## config.mk

```make
export PLATFORM = sky130hd
export DESIGN_NAME = mem_access_ctrl_flat
export DESIGN_NICKNAME = d
export VERILOG_FILES = /design/src/rtl/mem_access_ctrl_if.sv /design/src/rtl/mem_access_ctrl.sv /design/src/flat_wrapper.sv
export SDC_FILE = /design/constraint.sdc
export NUM_CORES = 1
export LEC_CHECK = 0
export BUFFER_PORTS_ARGS = -buffer_cell sky130_fd_sc_hd__buf_2
export CAP_MARGIN = 10
export CORE_UTILIZATION = 30
export CTS_CLUSTER_DIAMETER = 200
export CTS_CLUSTER_SIZE = 30
export DETAILED_ROUTE_END_ITERATION = 10
export GPL_ROUTABILITY_DRIVEN = 0
export SETUP_SLACK_MARGIN = 0.5
export SYNTH_ARGS = -nofsm -noshare
export SYNTH_HDL_FRONTEND = slang
export SYNTH_SLANG_ARGS = --single-unit
```

## constraint.sdc

```tcl
create_clock -name clk -period 5.8 [get_ports clk]
set_clock_uncertainty 0.2 [all_clocks]
set_input_delay 0.29 -clock clk [delete_from_list [all_inputs] [get_ports clk]]
set_output_delay 0.29 -clock clk [all_outputs]
set_load 0.05 [all_outputs]
```

## src/rtl/mem_access_ctrl_if.sv

```systemverilog
// Data-memory port bundle between the M-stage access controller and the memory.
// req/we/addr/be/wdata flow to memory; gnt/rvalid/rdata come back.
interface mem_access_ctrl_if;
  logic        req;
  logic        we;
  logic [31:0] addr;
  logic [3:0]  be;
  logic [31:0] wdata;
  logic        gnt;
  logic        rvalid;
  logic [31:0] rdata;

  modport master (
    output req, we, addr, be, wdata,
    input  gnt, rvalid, rdata
  );

  modport slave (
    input  req, we, addr, be, wdata,
    output gnt, rvalid, rdata
  );
endinterface

```

## src/rtl/mem_access_ctrl.sv

```systemverilog
// M-stage data-memory access sequencer: issues req/gnt + rvalid transactions,
// stalls the pipeline until completion and returns extended load data.
module mem_access_ctrl #(
  parameter int TIMEOUT_CYC = 64,
  parameter int CNT_W       = 7
) (
  input  logic                clk,
  input  logic                rst,
  input  logic                m_valid,
  input  logic [4:0]          m_op,
  input  logic [2:0]          m_f3,
  input  logic [31:0]         m_addr,
  input  logic [31:0]         m_wdata,
  mem_access_ctrl_if.master   dmem,
  output logic                stall,
  output logic [31:0]         ld_data,
  output logic                ld_valid,
  output logic                misalign_err,
  output logic                bus_err
);

  localparam logic [4:0] OP_LOAD  = 5'b00000;
  localparam logic [4:0] OP_STORE = 5'b01000;
  localparam logic [CNT_W-1:0] CNT_LAST = CNT_W'(TIMEOUT_CYC - 1);

  typedef enum logic [1:0] {IDLE, REQ, WAIT, DONE} state_t;

  state_t           state;
  logic [CNT_W-1:0] cnt;
  logic [2:0]       f3_q;
  logic [1:0]       alo_q;

  logic        is_load;
  logic        is_store;
  logic        mem_op;
  logic        bad_align;
  logic        aligned_op;
  logic [3:0]  be_n;
  logic [31:0] wdata_n;
  logic [31:0] lane;
  logic [31:0] ld_ext;

  assign is_load    = (m_op == OP_LOAD);
  assign is_store   = (m_op == OP_STORE);
  assign mem_op     = m_valid & (is_load | is_store);
  assign aligned_op = mem_op & ~bad_align;

  assign misalign_err = mem_op & bad_align;
  // Reset wins over a held M-stage op so the pipeline is never frozen during reset.
  assign stall        = aligned_op & (state != DONE) & ~rst;

  always_comb begin
    bad_align = 1'b0;
    be_n      = 4'b0000;
    wdata_n   = 32'h0;
    case (m_f3)
      3'b000, 3'b100: begin
        be_n    = 4'b0001 << m_addr[1:0];
        wdata_n = {4{m_wdata[7:0]}};
      end
      3'b001, 3'b101: begin
        bad_align = m_addr[0];
        be_n      = 4'b0011 << {m_addr[1], 1'b0};
        wdata_n   = {2{m_wdata[15:0]}};
      end
      3'b010: begin
        bad_align = (m_addr[1:0] != 2'b00);
        be_n      = 4'b1111;
        wdata_n   = m_wdata;
      end
      default: bad_align = 1'b1;
    endcase
  end

  // Load extraction uses the size/offset latched at issue, not the live M-stage fields.
  always_comb begin
    lane   = dmem.rdata >> {alo_q, 3'b000};
    ld_ext = lane;
    case (f3_q)
      3'b000:  ld_ext = {{24{lane[7]}}, lane[7:0]};
      3'b001:  ld_ext = {{16{lane[15]}}, lane[15:0]};
      3'b100:  ld_ext = {24'h0, lane[7:0]};
      3'b101:  ld_ext = {16'h0, lane[15:0]};
      default: ld_ext = lane;
    endcase
  end

  always_ff @(posedge clk or posedge rst) begin
    if (rst) begin
      state      <= IDLE;
      dmem.req   <= 1'b0;
      dmem.we    <= 1'b0;
      dmem.addr  <= 32'h0;
      dmem.be    <= 4'b0000;
      dmem.wdata <= 32'h0;
      ld_data    <= 32'h0;
      ld_valid   <= 1'b0;
      bus_err    <= 1'b0;
      cnt        <= '0;
      f3_q       <= 3'b000;
      alo_q      <= 2'b00;
    end else begin
      case (state)
        IDLE: begin
          ld_valid <= 1'b0;
          bus_err  <= 1'b0;
          if (aligned_op) begin
            state      <= REQ;
            dmem.req   <= 1'b1;
            dmem.we    <= is_store;
            dmem.addr  <= {m_addr[31:2], 2'b00};
            dmem.be    <= be_n;
            dmem.wdata <= wdata_n;
            f3_q       <= m_f3;
            alo_q      <= m_addr[1:0];
          end
        end
        REQ: begin
          if (dmem.req && dmem.gnt) begin
            state    <= WAIT;
            dmem.req <= 1'b0;
            cnt      <= '0;
          end
        end
        // A store's rvalid is only a write ack, so load data is left untouched.
        WAIT: begin
          if (dmem.rvalid) begin
            state <= DONE;
            if (!dmem.we) begin
              ld_data  <= ld_ext;
              ld_valid <= 1'b1;
            end
          end else if (cnt == CNT_LAST) begin
            state   <= DONE;
            bus_err <= 1'b1;
          end else begin
            cnt <= cnt + CNT_W'(1);
          end
        end
        DONE: begin
          state    <= IDLE;
          ld_valid <= 1'b0;
          bus_err  <= 1'b0;
        end
        default: state <= IDLE;
      endcase
    end
  end

endmodule
```

## src/flat_wrapper.sv

```systemverilog
// flat-port wrapper written by rule: the top's interface ports become plain ports
module mem_access_ctrl_flat 
#(
  parameter int TIMEOUT_CYC = 64,
  parameter int CNT_W       = 7
)
  (clk, rst, m_valid, m_op, m_f3, m_addr, m_wdata, stall, ld_data, ld_valid, misalign_err, bus_err, dmem_req, dmem_we, dmem_addr, dmem_be, dmem_wdata, dmem_gnt, dmem_rvalid, dmem_rdata);
  mem_access_ctrl_if dmem_i ();
  input  logic clk;
  input  logic rst;
  input  logic m_valid;
  input  logic [4:0] m_op;
  input  logic [2:0] m_f3;
  input  logic [31:0] m_addr;
  input  logic [31:0] m_wdata;
  output logic stall;
  output logic [31:0] ld_data;
  output logic ld_valid;
  output logic misalign_err;
  output logic bus_err;
  output wire logic [$bits(dmem_i.req)-1:0] dmem_req;
  output wire logic [$bits(dmem_i.we)-1:0] dmem_we;
  output wire logic [$bits(dmem_i.addr)-1:0] dmem_addr;
  output wire logic [$bits(dmem_i.be)-1:0] dmem_be;
  output wire logic [$bits(dmem_i.wdata)-1:0] dmem_wdata;
  input wire logic [$bits(dmem_i.gnt)-1:0] dmem_gnt;
  input wire logic [$bits(dmem_i.rvalid)-1:0] dmem_rvalid;
  input wire logic [$bits(dmem_i.rdata)-1:0] dmem_rdata;
  assign dmem_req = dmem_i.req;
  assign dmem_we = dmem_i.we;
  assign dmem_addr = dmem_i.addr;
  assign dmem_be = dmem_i.be;
  assign dmem_wdata = dmem_i.wdata;
  assign dmem_i.gnt = dmem_gnt;
  assign dmem_i.rvalid = dmem_rvalid;
  assign dmem_i.rdata = dmem_rdata;
  mem_access_ctrl #(.TIMEOUT_CYC(TIMEOUT_CYC), .CNT_W(CNT_W)) u_core (.clk(clk), .rst(rst), .m_valid(m_valid), .m_op(m_op), .m_f3(m_f3), .m_addr(m_addr), .m_wdata(m_wdata), .dmem(dmem_i), .stall(stall), .ld_data(ld_data), .ld_valid(ld_valid), .misalign_err(misalign_err), .bus_err(bus_err));
endmodule
```

Word-level counts from Yosys, hierarchy flattened
Cells that the tools add are included.

Register bits after elaboration: 116. Input bits: 109. Output and inout port bits: 106. Logic and storage cells: 87.

Add/subtract/negate cells: 1. Equality and inequality tests: 21. Shift-type cells: 3. Multiplexer cells: 22. Bitwise operators: 9. Reductions and logical operators: 19.

Operators by type and width (count): case mux 32 bit (4 select lines) (1); case mux 32 bit (3 select lines) (1); >> shifter 32 x 5 -> 32 bit (1); 2-to-1 mux 7 bit (3); AND reduction 3 bit (5); case mux 7 bit (2 select lines) (1); equality test 3 bit, second input constant (4); case mux 4 bit (3 select lines) (1); != test 2 bit, second input constant (5); 2-to-1 mux 2 bit (4); case mux 2 bit (4 select lines) (1); nonzero test 2 bit (4); adder 7 x 1 -> 7 bit, second input constant (1); equality test 7 x 6 -> 1 bit, second input constant (1); equality test 3 x 1 -> 1 bit, second input constant (2); zero test 3 bit (2); 2-to-1 mux 1 bit (6); != test 2 x 1 -> 1 bit, second input constant (3); case mux 1 bit (2 select lines) (3); OR reduction 2 bit (3); AND 1 bit (5); equality test 5 x 4 -> 1 bit, second input constant (1); zero test 5 bit (1); equality test 2 bit, second input constant (2); other kinds (12) (14).

Logic depth before layout (Yosys ltp)
Depth in word-level cells: 7. Gate-level depth with buffers: 8. Mapped depth without buffers: 6.

Worst setup path before layout
No wires, ideal clock.

Kind: input-to-output. Start point: input m_f3[0]. End point: output stall. Arrival: 1.971 ns. Data required time: 5.310 ns. Setup slack: 3.339 ns. Cell stages on the path: 4. Buffers on the path: 1. Cell sequence: buf_6 > nor4_4 > o211ai_1 > nor3_1.

Longest elaborated chain between the ends: 7. Elaborated cells on any way between the ends: 12. Those cells by class: 4 x eq/ne; 1 x mux; 4 x bitwise; 3 x reduce/logical.

RTL lines: start, declared (line flat_wrapper.sv:13) `input logic [2:0] m_f3;`; equality test 3 x 1 -> 1 bit (tied with other cells) (line mem_access_ctrl.sv:56) `case (m_f3)`; OR reduction 2 bit (line mem_access_ctrl.sv:56); case mux 1 bit (3 select lines) (*) (line mem_access_ctrl.sv:56); NOT 1 bit (*) (line mem_access_ctrl.sv:46) `assign aligned_op = mem_op & ~bad_align;`; AND 1 bit (*) (line mem_access_ctrl.sv:46); AND 1 bit (*) (2 in series) (line mem_access_ctrl.sv:50) `assign stall = aligned_op & (state != DONE) & ~rst;`; end, declared (line flat_wrapper.sv:16) `output logic stall;`.

Mark *: on every way between the ends. The rest lies on a longest branch, timed or not.

Worst setup path in the final report
Start point: register u_core.alo_q[1]. End point: register u_core.ld_data[18].

Longest elaborated chain between the ends: 2.

RTL lines: start, declared (line mem_access_ctrl.sv:31) `logic [1:0] alo_q;`; start signal, assigned (line mem_access_ctrl.sv:115) `alo_q <= m_addr[1:0];`; >> shifter 32 x 5 -> 32 bit (line mem_access_ctrl.sv:77) `lane = dmem.rdata >> {alo_q, 3'b000};`; case mux 32 bit (4 select lines) (line mem_access_ctrl.sv:79) `case (f3_q)`; end signal, assigned (line mem_access_ctrl.sv:130) `ld_data <= ld_ext;`; end, declared (line mem_access_ctrl.sv:16) `output logic [31:0] ld_data,`.

No other way between the ends. A chain may end at the register's enable or synchronous reset.

==> results.cfg <==
[status]
status = completed

[finish]
drive_gt1_share_pct = 37.1
finalNetCount = 929
num-fill-cells = 1785
area.sequential_um2 = 2900
antennaDiodeCount = 0
final_area_um2 = 8200
multi_input_area_um2 = 2600
syn2layout_area_growth_pct = 44.0

[routing]
drt-initial-drc-count = 225
drt_first_pass_iters = 5
viasPerCell = 4.75
wirelength_mm = 17.3
postRouteAntennaNets = 0
wire_per_inst_um = 16.3
vias = 5036
drc = 0

[clock_network]
numCtsBuffers = 17
clockBufferDepth = 2
post_cts_resized = 0
h-tree-depth = 4
clock_latency_ps = 410
postCtsHoldBufs = 67
postCtsSetupRepairBufs = 0
clk_pin_slew_ps = 60
root_buffer = clkbuf_16
cts_tree = yes
clock_sinks = 116

[global_routing]
grt_pass1_wl_mm = 27.4
track_usage_pct = 18.1
first_global_vias = 5116
antenna_found_initial = 1
grt_overflow_total = 0
grt_max_degree = 77

[place]
postPlaceCellArea_um2 = 6930
port_buffers = 212
place_ws_ps = 3270
place_hpwl_mm = 12.0

[floorplan]
initial_core_util_pct = 30.6
io_pins = 215
dieHeight_um = 140
row_count = 50
dieArea_um2 = 19500
die_w_um = 140
coreArea_um2 = 18600

[hold_path]
hold_path.class = primary input to register

[yosys]
synthArstFlopShare_pct = 100
synth-seq-cells = 116
yosysTopAreaCellShare_pct = 51.0
synth_edf_count = 0
synth_most_common_cell = dfrtp_1
syn_area_um2 = 5700
yosysWarnings = 0
avgSynthCellArea_um2 = 10.5
synth_ff_type = dfrtp_1
synth_common_cells = dfrtp_1, nand2_1, nor2_1, o21ai_0, a21oi_1
syn_inst = 543
yosysSeqAreaShare_pct = 51.0
yosys-top-cells-area = dfrtp_1, mux2_4, nand2_1
synth_cell_types = 52
yosys.area.top_type = dfrtp_1

[power]
power_mw = 3.80
cellPowerDensity_nw_per_um2 = 463
ir_drop_v = 0.000190
power_leakage_nw = 4.06

[sta]
setup_ws_ps = 3240
setup_viol = 0
worst_pin_slew_ps = 1010
slew_violations = 0
layout_worst_path_cycle_share_pct = 44.1
fin_crit_ps = 2560
rsz0062_at_grt = no
fmax_mhz = 391
max_slew_margin_pct = 32.5
hold_viol = 0
fin_tns_setup_ps = 0

[worst_setup_path]
cp.required_ps = 5900
crit_type = register to register
critPathMaxFanout = 27
crit_path_start_kind = register
crit_arrival_ps = 2650
end_kind = register

[run]
cap_violations = 0
==> critical path, cell delays in order (launching register included) <==
cell,delay [ps]
dfrtp_1,1000
mux4_2,660
o22ai_2,200
o21ai_2,150
o22a_1,230
==> sequential cells by signal, indices dropped and copies added (netlist names) <==
register	flops
u_core.f3_q	3
u_core.state	2
u_core.ld_valid	1
u_core.alo_q	2
u_core.dmem.req	1
u_core.cnt	7
u_core.bus_err	1
u_core.dmem.we	1
u_core.dmem.wdata	32
u_core.ld_data	32
u_core.dmem.be	4
u_core.dmem.addr	30
==> stage by stage <==
| step | instances | hold slack, ps | util, % |
|---|---|---|---|
| 2_1_floorplan | 544 | 224 | - |
| 3_3_place_gp | 962 | 256 | 37.2 |
| 3_5_place_dp | 962 | 259 | 37.2 |
| 4_1_cts | 1061 | 2.57 | 44.0 |
| 5_1_grt | 1061 | 9.41 | 44.0 |
| 6_report | 1061 | 23.3 | 44.0 |
==> cell type report <==
cell class | count | area share (%)
sequential | 116 | 35.4
clock buffer | 17 | 5.19
tap | 234 | 3.57
inverter | 7 | 0.351
timing repair buffer | 285 | 21.7
multi-input combinational | 387 | 31.7
clock inverter | 15 | 2.09
==> per-layer routing <==
layer	GRT usage (%)	share of wire (%)	up-vias
met3	5.78	6.5	18
met1	23.0	45	2383
met2	29.2	47	195
met4	5.67	1.6	0
met5	0	0	-
li1	-	-	2440
==> path summary, 6_finish.rpt <==
kind | end | startpoint | slack [ps] | cells after the start
worst min register to register | u_core.ld_data[4] | u_core.ld_data[4] | 270 | 2
worst max-delay path | u_core.ld_data[18] | u_core.alo_q[1] | 3240 | 4
worst min-delay path | u_core.alo_q[0] | m_addr[0] | 20 | 2
worst max register to register | u_core.ld_data[18] | u_core.alo_q[1] | 3240 | 4
max in group asynchronous | u_core.ld_data[3] | rst | 3800 | 4
min in group asynchronous | u_core.ld_valid | rst | 480 | 3
==> cells by family after synthesis <==
logic type | count (synthesis) | synth area share [%]
buf+inv | 41 | 3.73
compound gates | 139 | 15.6
simple gates | 178 | 14.0
mux | 62 | 14.3
fa+ha+maj | 6 | 1.32
other cells | 1 | 0.0658
flops | 116 | 51.0
==> cells in the final DEF (no fill, tap or decap), types with 17 or more instances in the layout <==
cell	instances
buf_2	212
dfrtp_1	116
dlygate4sd3_1	67
o21ai_0	41
nand2_1	92
a21oi_1	38
clkbuf_16	17
nor2_1	40
mux2i_1	17
mux2_4	34
==> report_power, final <==
group	switching (mW)	internal, mW
clock	0.420	0.642
combinational	1.09	0.466
sequential	0.148	1.03
total	1.66	2.14
Power figures use the tool's default switching activity.
